File: src/rtl/uart_word_assembler.sv
// -----------------------------------------------------------------------------
// uart_word_assembler
//
// Packs a stream of received UART bytes into 32-bit little-endian words and
// presents them on a valid/ready output port together with a sequence address.
// When the consumer stalls, one completed word can wait in the assembly register
// (state PARKED). While it waits, incoming bytes are dropped and a sticky
// overrun flag is set.
//
// Optional feature: when the macro UART_WORD_TIMEOUT_EN is defined, a partial
// word that sees TIMEOUT_CYCLES idle cycles is discarded. A one-cycle
// partial_drop pulse marks the discard. In the default build there is no idle
// counter and partial_drop is tied 0.
//
// Parameters
//   ADDR_W          width of the word sequence address (wraps)
//   TIMEOUT_CYCLES  idle cycles before a partial word is discarded
//
// Ports
//   clk           in   system clock, rising edge
//   rst_n         in   asynchronous active-low reset
//   clr           in   synchronous clear (overrides all other inputs)
//   in_data[7:0]  in   received byte
//   in_valid      in   one-cycle strobe, in_data valid
//   word_data[31] out  assembled word
//   word_valid    out  word_data / word_addr valid
//   word_ready    in   consumer accepts the presented word this cycle
//   word_addr     out  sequence address of the presented word
//   overrun       out  sticky, a byte was dropped while PARKED
//   partial_drop  out  one-cycle pulse, a partial word was discarded
// -----------------------------------------------------------------------------
module uart_word_assembler #(
  parameter int ADDR_W         = 10,
  parameter int TIMEOUT_CYCLES = 1024
) (
  input  logic              clk,
  input  logic              rst_n,
  input  logic              clr,
  input  logic [7:0]        in_data,
  input  logic              in_valid,
  output logic [31:0]       word_data,
  output logic              word_valid,
  input  logic              word_ready,
  output logic [ADDR_W-1:0] word_addr,
  output logic              overrun,
  output logic              partial_drop
);

  typedef enum logic {
    COLLECT = 1'b0,
    PARKED  = 1'b1
  } state_t;

  state_t              r_state,      w_state_nxt;
  logic [1:0]          r_idx,        w_idx_nxt;
  logic [31:0]         r_asm,        w_asm_nxt;
  logic [31:0]         r_word_data,  w_word_data_nxt;
  logic                r_word_valid, w_word_valid_nxt;
  logic [ADDR_W-1:0]   r_word_addr,  w_word_addr_nxt;
  logic                r_overrun,    w_overrun_nxt;

  logic                w_hs;
  logic                w_timeout;

  assign w_hs = r_word_valid & word_ready;

`ifdef UART_WORD_TIMEOUT_EN
  localparam int CNT_W = $clog2(TIMEOUT_CYCLES + 1);

  logic [CNT_W-1:0] r_idle, w_idle_nxt;
  logic             r_partial_drop;

  // The counter only runs while a partial word sits in COLLECT. The cycle that
  // would bring it to TIMEOUT_CYCLES fires the discard instead, so the counter
  // never needs to hold the terminal value.
  always_comb begin
    w_idle_nxt = '0;
    w_timeout  = 1'b0;
    if (r_state == COLLECT && r_idx != 2'd0 && !in_valid) begin
      if (r_idle == CNT_W'(TIMEOUT_CYCLES - 1)) begin
        w_timeout = 1'b1;
      end else begin
        w_idle_nxt = r_idle + 1'b1;
      end
    end
    if (clr) begin
      w_idle_nxt = '0;
    end
  end

  always_ff @(posedge clk or negedge rst_n) begin
    if (!rst_n) begin
      r_idle         <= '0;
      r_partial_drop <= 1'b0;
    end else begin
      r_idle         <= w_idle_nxt;
      r_partial_drop <= w_timeout & ~clr;
    end
  end

  assign partial_drop = r_partial_drop;
`else
  assign w_timeout    = 1'b0;
  assign partial_drop = 1'b0;
`endif

  // Next-state and datapath. Handshake bookkeeping comes first. Byte acceptance
  // may then reload the output in the same cycle. clr is applied last and so
  // wins over everything else.
  always_comb begin
    // NOTE: every signal gets its hold value first, so no path through this
    // block leaves a signal unassigned. An unassigned path would infer a latch.
    w_state_nxt      = r_state;
    w_idx_nxt        = r_idx;
    w_asm_nxt        = r_asm;
    w_word_data_nxt  = r_word_data;
    w_word_valid_nxt = r_word_valid;
    w_word_addr_nxt  = r_word_addr;
    w_overrun_nxt    = r_overrun;

    if (w_hs) begin
      w_word_addr_nxt  = r_word_addr + 1'b1;
      w_word_valid_nxt = 1'b0;
    end

    case (r_state)
      COLLECT: begin
        if (in_valid) begin
          w_asm_nxt[{r_idx, 3'b000} +: 8] = in_data;
          w_idx_nxt = r_idx + 2'd1;
          if (r_idx == 2'd3) begin
            // The output slot is free, or it frees up this cycle.
            if (!r_word_valid || w_hs) begin
              w_word_data_nxt  = {in_data, r_asm[23:0]};
              w_word_valid_nxt = 1'b1;
            end else begin
              w_state_nxt = PARKED;
            end
          end
        end else if (w_timeout) begin
          w_idx_nxt = 2'd0;
          w_asm_nxt = '0;
        end
      end
      PARKED: begin
        // The index has already wrapped to 0. r_asm holds the complete word.
        if (in_valid) begin
          w_overrun_nxt = 1'b1;
        end
        if (w_hs) begin
          w_word_data_nxt  = r_asm;
          w_word_valid_nxt = 1'b1;
          w_state_nxt      = COLLECT;
          w_idx_nxt        = 2'd0;
        end
      end
    endcase

    if (clr) begin
      w_state_nxt      = COLLECT;
      w_idx_nxt        = 2'd0;
      w_asm_nxt        = '0;
      w_word_valid_nxt = 1'b0;
      w_word_addr_nxt  = '0;
      w_overrun_nxt    = 1'b0;
    end
  end

  always_ff @(posedge clk or negedge rst_n) begin
    if (!rst_n) begin
      r_state      <= COLLECT;
      r_idx        <= 2'd0;
      r_asm        <= '0;
      r_word_data  <= '0;
      r_word_valid <= 1'b0;
      r_word_addr  <= '0;
      r_overrun    <= 1'b0;
    end else begin
      // NOTE: non-blocking assignments make every register sample the
      // pre-edge values, whatever order they appear in this block.
      r_state      <= w_state_nxt;
      r_idx        <= w_idx_nxt;
      r_asm        <= w_asm_nxt;
      r_word_data  <= w_word_data_nxt;
      r_word_valid <= w_word_valid_nxt;
      r_word_addr  <= w_word_addr_nxt;
      r_overrun    <= w_overrun_nxt;
    end
  end

  assign word_data  = r_word_data;
  assign word_valid = r_word_valid;
  assign word_addr  = r_word_addr;
  assign overrun    = r_overrun;

endmodule

File: config.mk
export PLATFORM = sky130hd
export DESIGN_NAME = uart_word_assembler
export DESIGN_NICKNAME = d
export VERILOG_FILES = /design/src/rtl/uart_word_assembler.sv
export SDC_FILE = /design/constraint.sdc
export NUM_CORES = 1
export LEC_CHECK = 0
export CAP_MARGIN = 15
export CORE_MARGIN = 2
export CORE_UTILIZATION = 57
export DETAILED_ROUTE_END_ITERATION = 8
export PLACE_DENSITY_LB_ADDON = 0.05
export SLEW_MARGIN = 10
export SYNTH_ARGS = -nofsm -noshare
export SYNTH_HDL_FRONTEND = slang
export SYNTH_SLANG_ARGS = --single-unit
File: constraint.sdc
create_clock -name clk -period 4.85 [get_ports clk]
set_input_delay 0.485 -clock clk [delete_from_list [all_inputs] [get_ports clk]]
set_output_delay 0.485 -clock clk [all_outputs]
set_load 0.02 [all_outputs]
==> impl_metrics.env, run 1 <==
export IMPL_syn_area_um2=3440
export IMPL_setup_viol=0
export IMPL_cp_required_ns=5.08
export IMPL_nets=338
export IMPL_yosysWarnings=0
export IMPL_crit_path_max_fanout=17
export IMPL_vias_per_cell=5.60
export IMPL_drv_slew=0
export IMPL_cts_htree_levels=3
export IMPL_routed_wl_mm=6.53
export IMPL_met1_usage_pct=31.5
export IMPL_irDropWorstVdd_v=0.000262
export IMPL_drv_cap=0
export IMPL_clockBufferDepth=2
export IMPL_grt_pass1_wl_mm=10.5
export IMPL_synth_top_area_share_pct=57.5
export IMPL_start_kind="flip-flop"
export IMPL_cts_sinks=79
export IMPL_holdCritPathClass="primary input to asynchronous set/reset pin"
export IMPL_top_usage_layer="met1"
export IMPL_skew_ns=0.00960
export IMPL_netlist_top_cells_area="dfrtp_1 (58%), mux2_2 (6.9%), mux2_1 (6.2%)"
export IMPL_grtUsageTotal_pct=21.4
export IMPL_clkTransAtPathRegs_ns=0.08
export IMPL_stdcell_count=398
export IMPL_crit_path_end_kind="flip-flop"
export IMPL_r2r_end="word_data[5]$_DFFE_PN0P_"
export IMPL_antenna_found_initial=0
export IMPL_post_cts_setup_buffers=0
export IMPL_drc_errors=0
export IMPL_crit_type="flip-flop to flip-flop"
export IMPL_start_util_pct=58.4
export IMPL_cts_buffers=9
export IMPL_tightest_slew_ns=0.975
export IMPL_n_antenna_cell=0
export IMPL_dieArea_um2=6670
export IMPL_avgSynthCellArea_um2=13.2
export IMPL_cts_tree="done"
export IMPL_cts_hold_buffers=0
export IMPL_grtUsageMet3_pct=5.38
export IMPL_yosysUniqueCellTypes=37
export IMPL_setup_tns_ns=0
export IMPL_min_period_ns=2.59
export IMPL_io_buffer_count=56
export IMPL_drt_iter0_drc=122
export IMPL_placedCellCount=382
export IMPL_p_per_area_nw_per_um2=329
export IMPL_crit_arrival_ns=2.82
export IMPL_r2r_start="r_idx[0]$_DFFE_PN0P_"
export IMPL_power_mw=1.40
export IMPL_vias=2228
export IMPL_outcome="finished, final reports clean"
export IMPL_ys_seq_area_share_pct=57.5
export IMPL_rsz0062_at_grt="false"
export IMPL_final_antenna_net_count=0
export IMPL_ios=58
export IMPL_post_cts_resized=0
export IMPL_synthCells=260
export IMPL_first_pass_iters=4
export IMPL_yosys_register_bits=79
export IMPL_die_x_um=81.7
export IMPL_syn_to_final_growth_pct=23.6
export IMPL_reg2regPathDepth=5
export IMPL_drive_above_1_share_pct=14.6
export IMPL_p_leak_nw=1.92
export IMPL_synth_top_area_cell="dfrtp_1"
export IMPL_met2_usage_pct=30.8
export IMPL_num_rows=28
export IMPL_wl_per_cell_um=16.4
export IMPL_relSlewSlack_pct=34.8
export IMPL_clk_insertion_delay_late_ns=0.35
export IMPL_hpwl_mm=4.36
export IMPL_core_area_um2=5890
export IMPL_worst_r2r_setup_slack_ns=2.26
export IMPL_place_gp_congestion=0.836
export IMPL_cp_startpoint="r_idx[0]$_DFFE_PN0P_"
export IMPL_grt_overflow=0
export IMPL_root_buffer="clkbuf_8"
export IMPL_grt_pass1_vias=2138
export IMPL_hold_viol=0
export IMPL_fmax_ghz=0.386
export IMPL_period_share_pct=53.4
export IMPL_grt_max_degree=80
export IMPL_chipHeight_um=81.7
export IMPL_syn_nets=280
[cell families after synthesis]
| logic type | share of synthesized area [%] |
|---|---|
| AOI/OAI and AO/OA | 12.9 |
| other | 0.109 |
| and+or+nand+nor | 6.95 |
| muxes | 15.7 |
| adders and majority gates | 2.55 |
| xor gates and xnor gates | 0.510 |
| DFF | 57.5 |
| buffers and inverters | 3.79 |
[final cells by class]
| type | instances | area (µm²) |
|---|---|---|
| multi-input combinational | 155 | 1340 |
| clock inverter | 5 | 81.3 |
| fill | 441 | 1640 |
| clock buffer | 11 | 131 |
| timing repair buffer | 57 | 566 |
| tap | 75 | 93.8 |
| sequential | 79 | 1980 |
| inverter | 16 | 60.1 |
[cells in the mapped netlist]
cell and instances:
a31oi_1 1, xor2_1 1, nor2b_1 2, a21oi_1 14, o21ai_0 4, nand3_1 7
and2b_1 1, xnor2_1 1, conb_1 1, or3_1 3, mux2i_1 9, a21oi_2 3
or3b_4 1, nor3b_1 1, nand2_1 13, a211oi_2 1, clkbuf_1 2, nand4_1 2
or2b_4 1, or4_1 4, nor2_1 4, clkbuf_4 1, buf_2 4, mux2_1 19
clkbuf_8 2, o2111a_1 1, nand3b_1 1, buf_4 1, inv_1 16, nor4b_2 1
or2_2 1, ha_1 7, a2111oi_4 2, mux2_2 21, o31ai_1 4, a22o_1 24
dfrtp_1 79
[sequential cells by signal, indices dropped and copies added, names as in the netlist]
register / flops
overrun: 1
word_valid: 1
r_state: 1
word_addr: 10
r_idx: 2
r_asm: 32
word_data: 32
[worst max path at each step]
stage	slack (ns)	depth (start not counted)	to
2_1_floorplan	2.72	5	r_asm[16]$_DFFE_PN0P_
3_3_place_gp	1.96	5	word_data[0]$_DFFE_PN0P_
3_5_place_dp	1.90	5	word_data[0]$_DFFE_PN0P_
4_1_cts	2.23	5	word_data[0]$_DFFE_PN0P_
5_1_grt	2.09	5	word_data[0]$_DFFE_PN0P_
6_report	2.26	5	word_data[5]$_DFFE_PN0P_
[where the power goes]
part	internal [mW]	switching [mW]
Clock	0.291	0.235
Sequential	0.688	0.0163
Combinational	0.0761	0.0925
Total	1.05	0.343
[through the flow]
stage          hold slack, ns  util [%]  worst slack (ns)  cell area (µm²)
2_1_floorplan           0.189         -              2.72             3440
3_3_place_gp            0.468      68.5              1.96             4030
3_5_place_dp            0.474      68.5              1.90             4030
4_1_cts                 0.318      72.2              2.23             4250
5_1_grt                 0.385      72.2              2.09             4250
6_report                0.270      72.2              2.26             4250
[cell usage in the layout, fill, tap and decap left out, types with 2 or more instances in the layout]
cell	synthesis	routed
dfrtp_1	79	79
clkdlybuf4s50_1	0	55
a22o_1	24	24
mux2_2	21	21
mux2_1	19	19
inv_1	16	16
a21oi_1	14	14
nand2_1	13	13
mux2i_1	9	9
clkbuf_8	2	9
nand3_1	7	7
ha_1	7	7
o21ai_0	4	4
o31ai_1	4	4
or4_1	4	4
nor2_1	4	4
a21oi_2	3	3
or3_1	3	3
nor2b_1	2	2
a2111oi_4	2	2
nand4_1	2	2
clkbuf_1	2	2
bufinv_16	0	2
buf_4	1	2
[per-layer routing]
metal / share of wire, % / up-vias / wire [µm]
met5: 0 / - / 0
met4: 1.3 / 0 / 87
met3: 4.0 / 8 / 259
met2: 46 / 49 / 3020
met1: 48 / 1113 / 3160
li1: - / 1058 / -
[worst max-delay path, cell delays in order, from the launching register on]
cell	delay (ns)
dfrtp_1	0.55
ha_1	0.27
a21oi_1	0.12
a211oi_4	0.76
buf_4	0.39
mux2_1	0.36
(Power assumes the default switching activity.)
==> inputs of run 2 (changes only) <==
--- a/config.mk
+++ b/config.mk
@@ -7,7 +7,7 @@
 export LEC_CHECK = 0
 export CAP_MARGIN = 15
 export CORE_MARGIN = 2
-export CORE_UTILIZATION = 57
+export CORE_UTILIZATION = 53
 export DETAILED_ROUTE_END_ITERATION = 8
 export PLACE_DENSITY_LB_ADDON = 0.05
 export SLEW_MARGIN = 10
==> constraint.sdc (replaced) <==
create_clock -name clk -period 2.57 [get_ports clk]
set_input_delay 0.257 -clock clk [delete_from_list [all_inputs] [get_ports clk]]
set_output_delay 0.257 -clock clk [all_outputs]
set_load 0.02 [all_outputs]
==> impl_metrics.env, run 2 (same netlist as run 1, synthesis figures left out) <==
export IMPL_outcome="finished, final reports clean"
export IMPL_p_per_area_nw_per_um2=597
export IMPL_cts_htree_levels=3
export IMPL_final_common_cell="dfrtp_1"
export IMPL_dieArea_um2=7150
export IMPL_final_cell_mix="dfrtp_1 (79), clkdlybuf4s50_1 (55), a22o_1 (24)"
export IMPL_grt_pass1_vias=2270
export IMPL_drc_errors=0
export IMPL_cp_required_ns=2.86
export IMPL_root_buffer="clkbuf_8"
export IMPL_crit_path_end_kind="flip-flop"
export IMPL_chipHeight_um=84.5
export IMPL_io_buffer_count=56
export IMPL_power_switching_mw=0.656
export IMPL_cts_tree="done"
export IMPL_p_leak_nw=1.94
export IMPL_clkTransAtPathRegs_ns=0.08
export IMPL_grtUsageTotal_pct=21.0
export IMPL_cts_hold_buffers=0
export IMPL_vias_per_cell=5.59
export IMPL_place_gp_congestion=0.850
export IMPL_vias=2268
export IMPL_clkPwrFrac_pct=34.9
export IMPL_relSlewSlack_pct=35.0
export IMPL_start_util_pct=54.4
export IMPL_min_period_ns=2.19
export IMPL_n_fill_cell=505
export IMPL_rsz0062_at_grt="false"
export IMPL_post_place_ws_ns=0.417
export IMPL_pwr_share_seq_pct=52.0
export IMPL_die_x_um=84.5
export IMPL_wl_per_cell_um=17.1
export IMPL_final_antenna_net_count=0
export IMPL_period_share_pct=85.2
export IMPL_crit_chain="inv_1 > ha_1 > or3b_4 > a2111oi_4 > a22o_1"
export IMPL_swShare_pct=25.8
export IMPL_crit_type="flip-flop to flip-flop"
export IMPL_grt_max_degree=80
export IMPL_nets=344
export IMPL_fmax_ghz=0.457
export IMPL_core_area_um2=6310
export IMPL_grt_overflow=0
export IMPL_multiInputGateArea_um2=1340
export IMPL_setup_tns_ns=0
export IMPL_max_stage_delay_ns=0.58
export IMPL_grt_pass1_wl_mm=11.6
export IMPL_syn_to_final_growth_pct=24.2
export IMPL_clk_insertion_delay_late_ns=0.35
export IMPL_hold_viol=0
export IMPL_clockBufferDepth=2
export IMPL_drv_cap=0
export IMPL_cts_buffers=9
export IMPL_first_pass_iters=4
export IMPL_drt_iter0_drc=100
export IMPL_drv_slew=0
export IMPL_drive_above_1_share_pct=16.4
export IMPL_hpwl_mm=4.53
export IMPL_finalWorstSetupSlack_ns=0.380
export IMPL_crit_path_max_fanout=8
export IMPL_tightest_slew_ns=0.975
export IMPL_cell_internal_pwr_mw=1.89
export IMPL_critical_path_slowest_cell="a2111oi_4"
export IMPL_final_seq_area_um2=1980
export IMPL_crit_arrival_ns=2.48
export IMPL_routed_wl_mm=6.93
export IMPL_n_antenna_cell=0
export IMPL_skew_ns=0.0111
export IMPL_post_cts_setup_buffers=0
export IMPL_setup_viol=0
export IMPL_start_kind="flip-flop"
export IMPL_irDropWorstVdd_v=0.000427
export IMPL_power_frac_comb_pct=13.0
export IMPL_ios=58
export IMPL_holdCritPathClass="primary input to asynchronous set/reset pin"
export IMPL_antenna_found_initial=0
export IMPL_num_rows=29
export IMPL_post_cts_resized=0
export IMPL_cts_sinks=79
==> run 2: changes by cell type in the layout (fill, tap and decap cells not counted) <==
cell and change:
buf_4 +6, clkinv_2 +2, bufinv_16 -1, clkbuf_1 -1
clkinv_4 +1, inv_6 -1
==> run 2: final timing paths <==
check | startpoint | endpoint | slack [ns] | depth (start not counted)
worst max-delay path | r_idx[1]$_DFFE_PN0P_ | r_asm[18]$_DFFE_PN0P_ | 0.38 | 5
worst min-delay path | rst_n | word_addr[8]$_DFFE_PN0P_ | 0.04 | 1
worst max register to register | r_idx[1]$_DFFE_PN0P_ | r_asm[18]$_DFFE_PN0P_ | 0.38 | 5
worst min register to register | word_data[7]$_DFFE_PN0P_ | word_data[7]$_DFFE_PN0P_ | 0.49 | 1
max in group asynchronous | rst_n | word_data[15]$_DFFE_PN0P_ | 1.88 | 1
min in group clk | word_data[7]$_DFFE_PN0P_ | word_data[7]$_DFFE_PN0P_ | 0.49 | 1
==> run 2: power groups by stage <==
stage / Clock, mW / Combinational, mW / Sequential (mW)
3_5_place_dp: 0 / 0.334 / 1.35
4_1_cts: 0.915 / 0.337 / 1.33
5_1_grt: 0.964 / 0.360 / 1.33
2_1_floorplan: 0 / 0.108 / 1.40
3_3_place_gp: 0 / 0.330 / 1.35
6_report: 0.890 / 0.332 / 1.33
==> run 2: per-layer routing <==
layer	vias to the layer above	wire length, µm	global-route usage (%)
li1	1067	-	-
met1	1142	3320	30.6
met2	50	3240	30.8
met3	9	263	4.92
met4	0	105	7.94
met5	-	0	0
==> run 2: metrics by stage <==
step           total power, mW  utilization, %  hold WS [ns]  instance area, µm²  cells
2_1_floorplan             1.51               -       -0.0386                3440    260
3_3_place_gp              1.68            64.6         0.467                4080    390
3_5_place_dp              1.68            64.6         0.475                4080    390
4_1_cts                   2.58            67.6        0.0916                4270    406
5_1_grt                   2.66            67.6         0.141                4270    406
6_report                  2.55            67.6        0.0373                4270    406
==> run 2: cell type report <==
cell class | count | share of cell area, %
multi-input cells | 155 | 31.3
clock inverters | 6 | 1.44
flip-flops and latches | 79 | 46.3
clock buffers | 10 | 2.99
repair buffers | 63 | 14.3
inverters | 16 | 1.41
well taps | 77 | 2.26
==> run 2: worst max-delay path, delay by kind of cell, from the launching register on <==
family	cells	cell delay [ns]
flip-flops	1	0.45
AND/OR/NAND/NOR	1	0.43
AO/OA/AOI/OAI	2	0.80
adder cells (fa/ha/maj)	1	0.34
buffers and inverters	1	0.11
==> inputs of run 3 (changes only) <==
--- a/config.mk
+++ b/config.mk
@@ -5,6 +5,7 @@
 export SDC_FILE = /design/constraint.sdc
 export NUM_CORES = 1
 export LEC_CHECK = 0
+export ABC_AREA = 0
 export CAP_MARGIN = 15
 export CORE_MARGIN = 2
 export CORE_UTILIZATION = 53
==> results of run 3 <==
The final DEF is identical to that of run 2; final timing and power are the same.
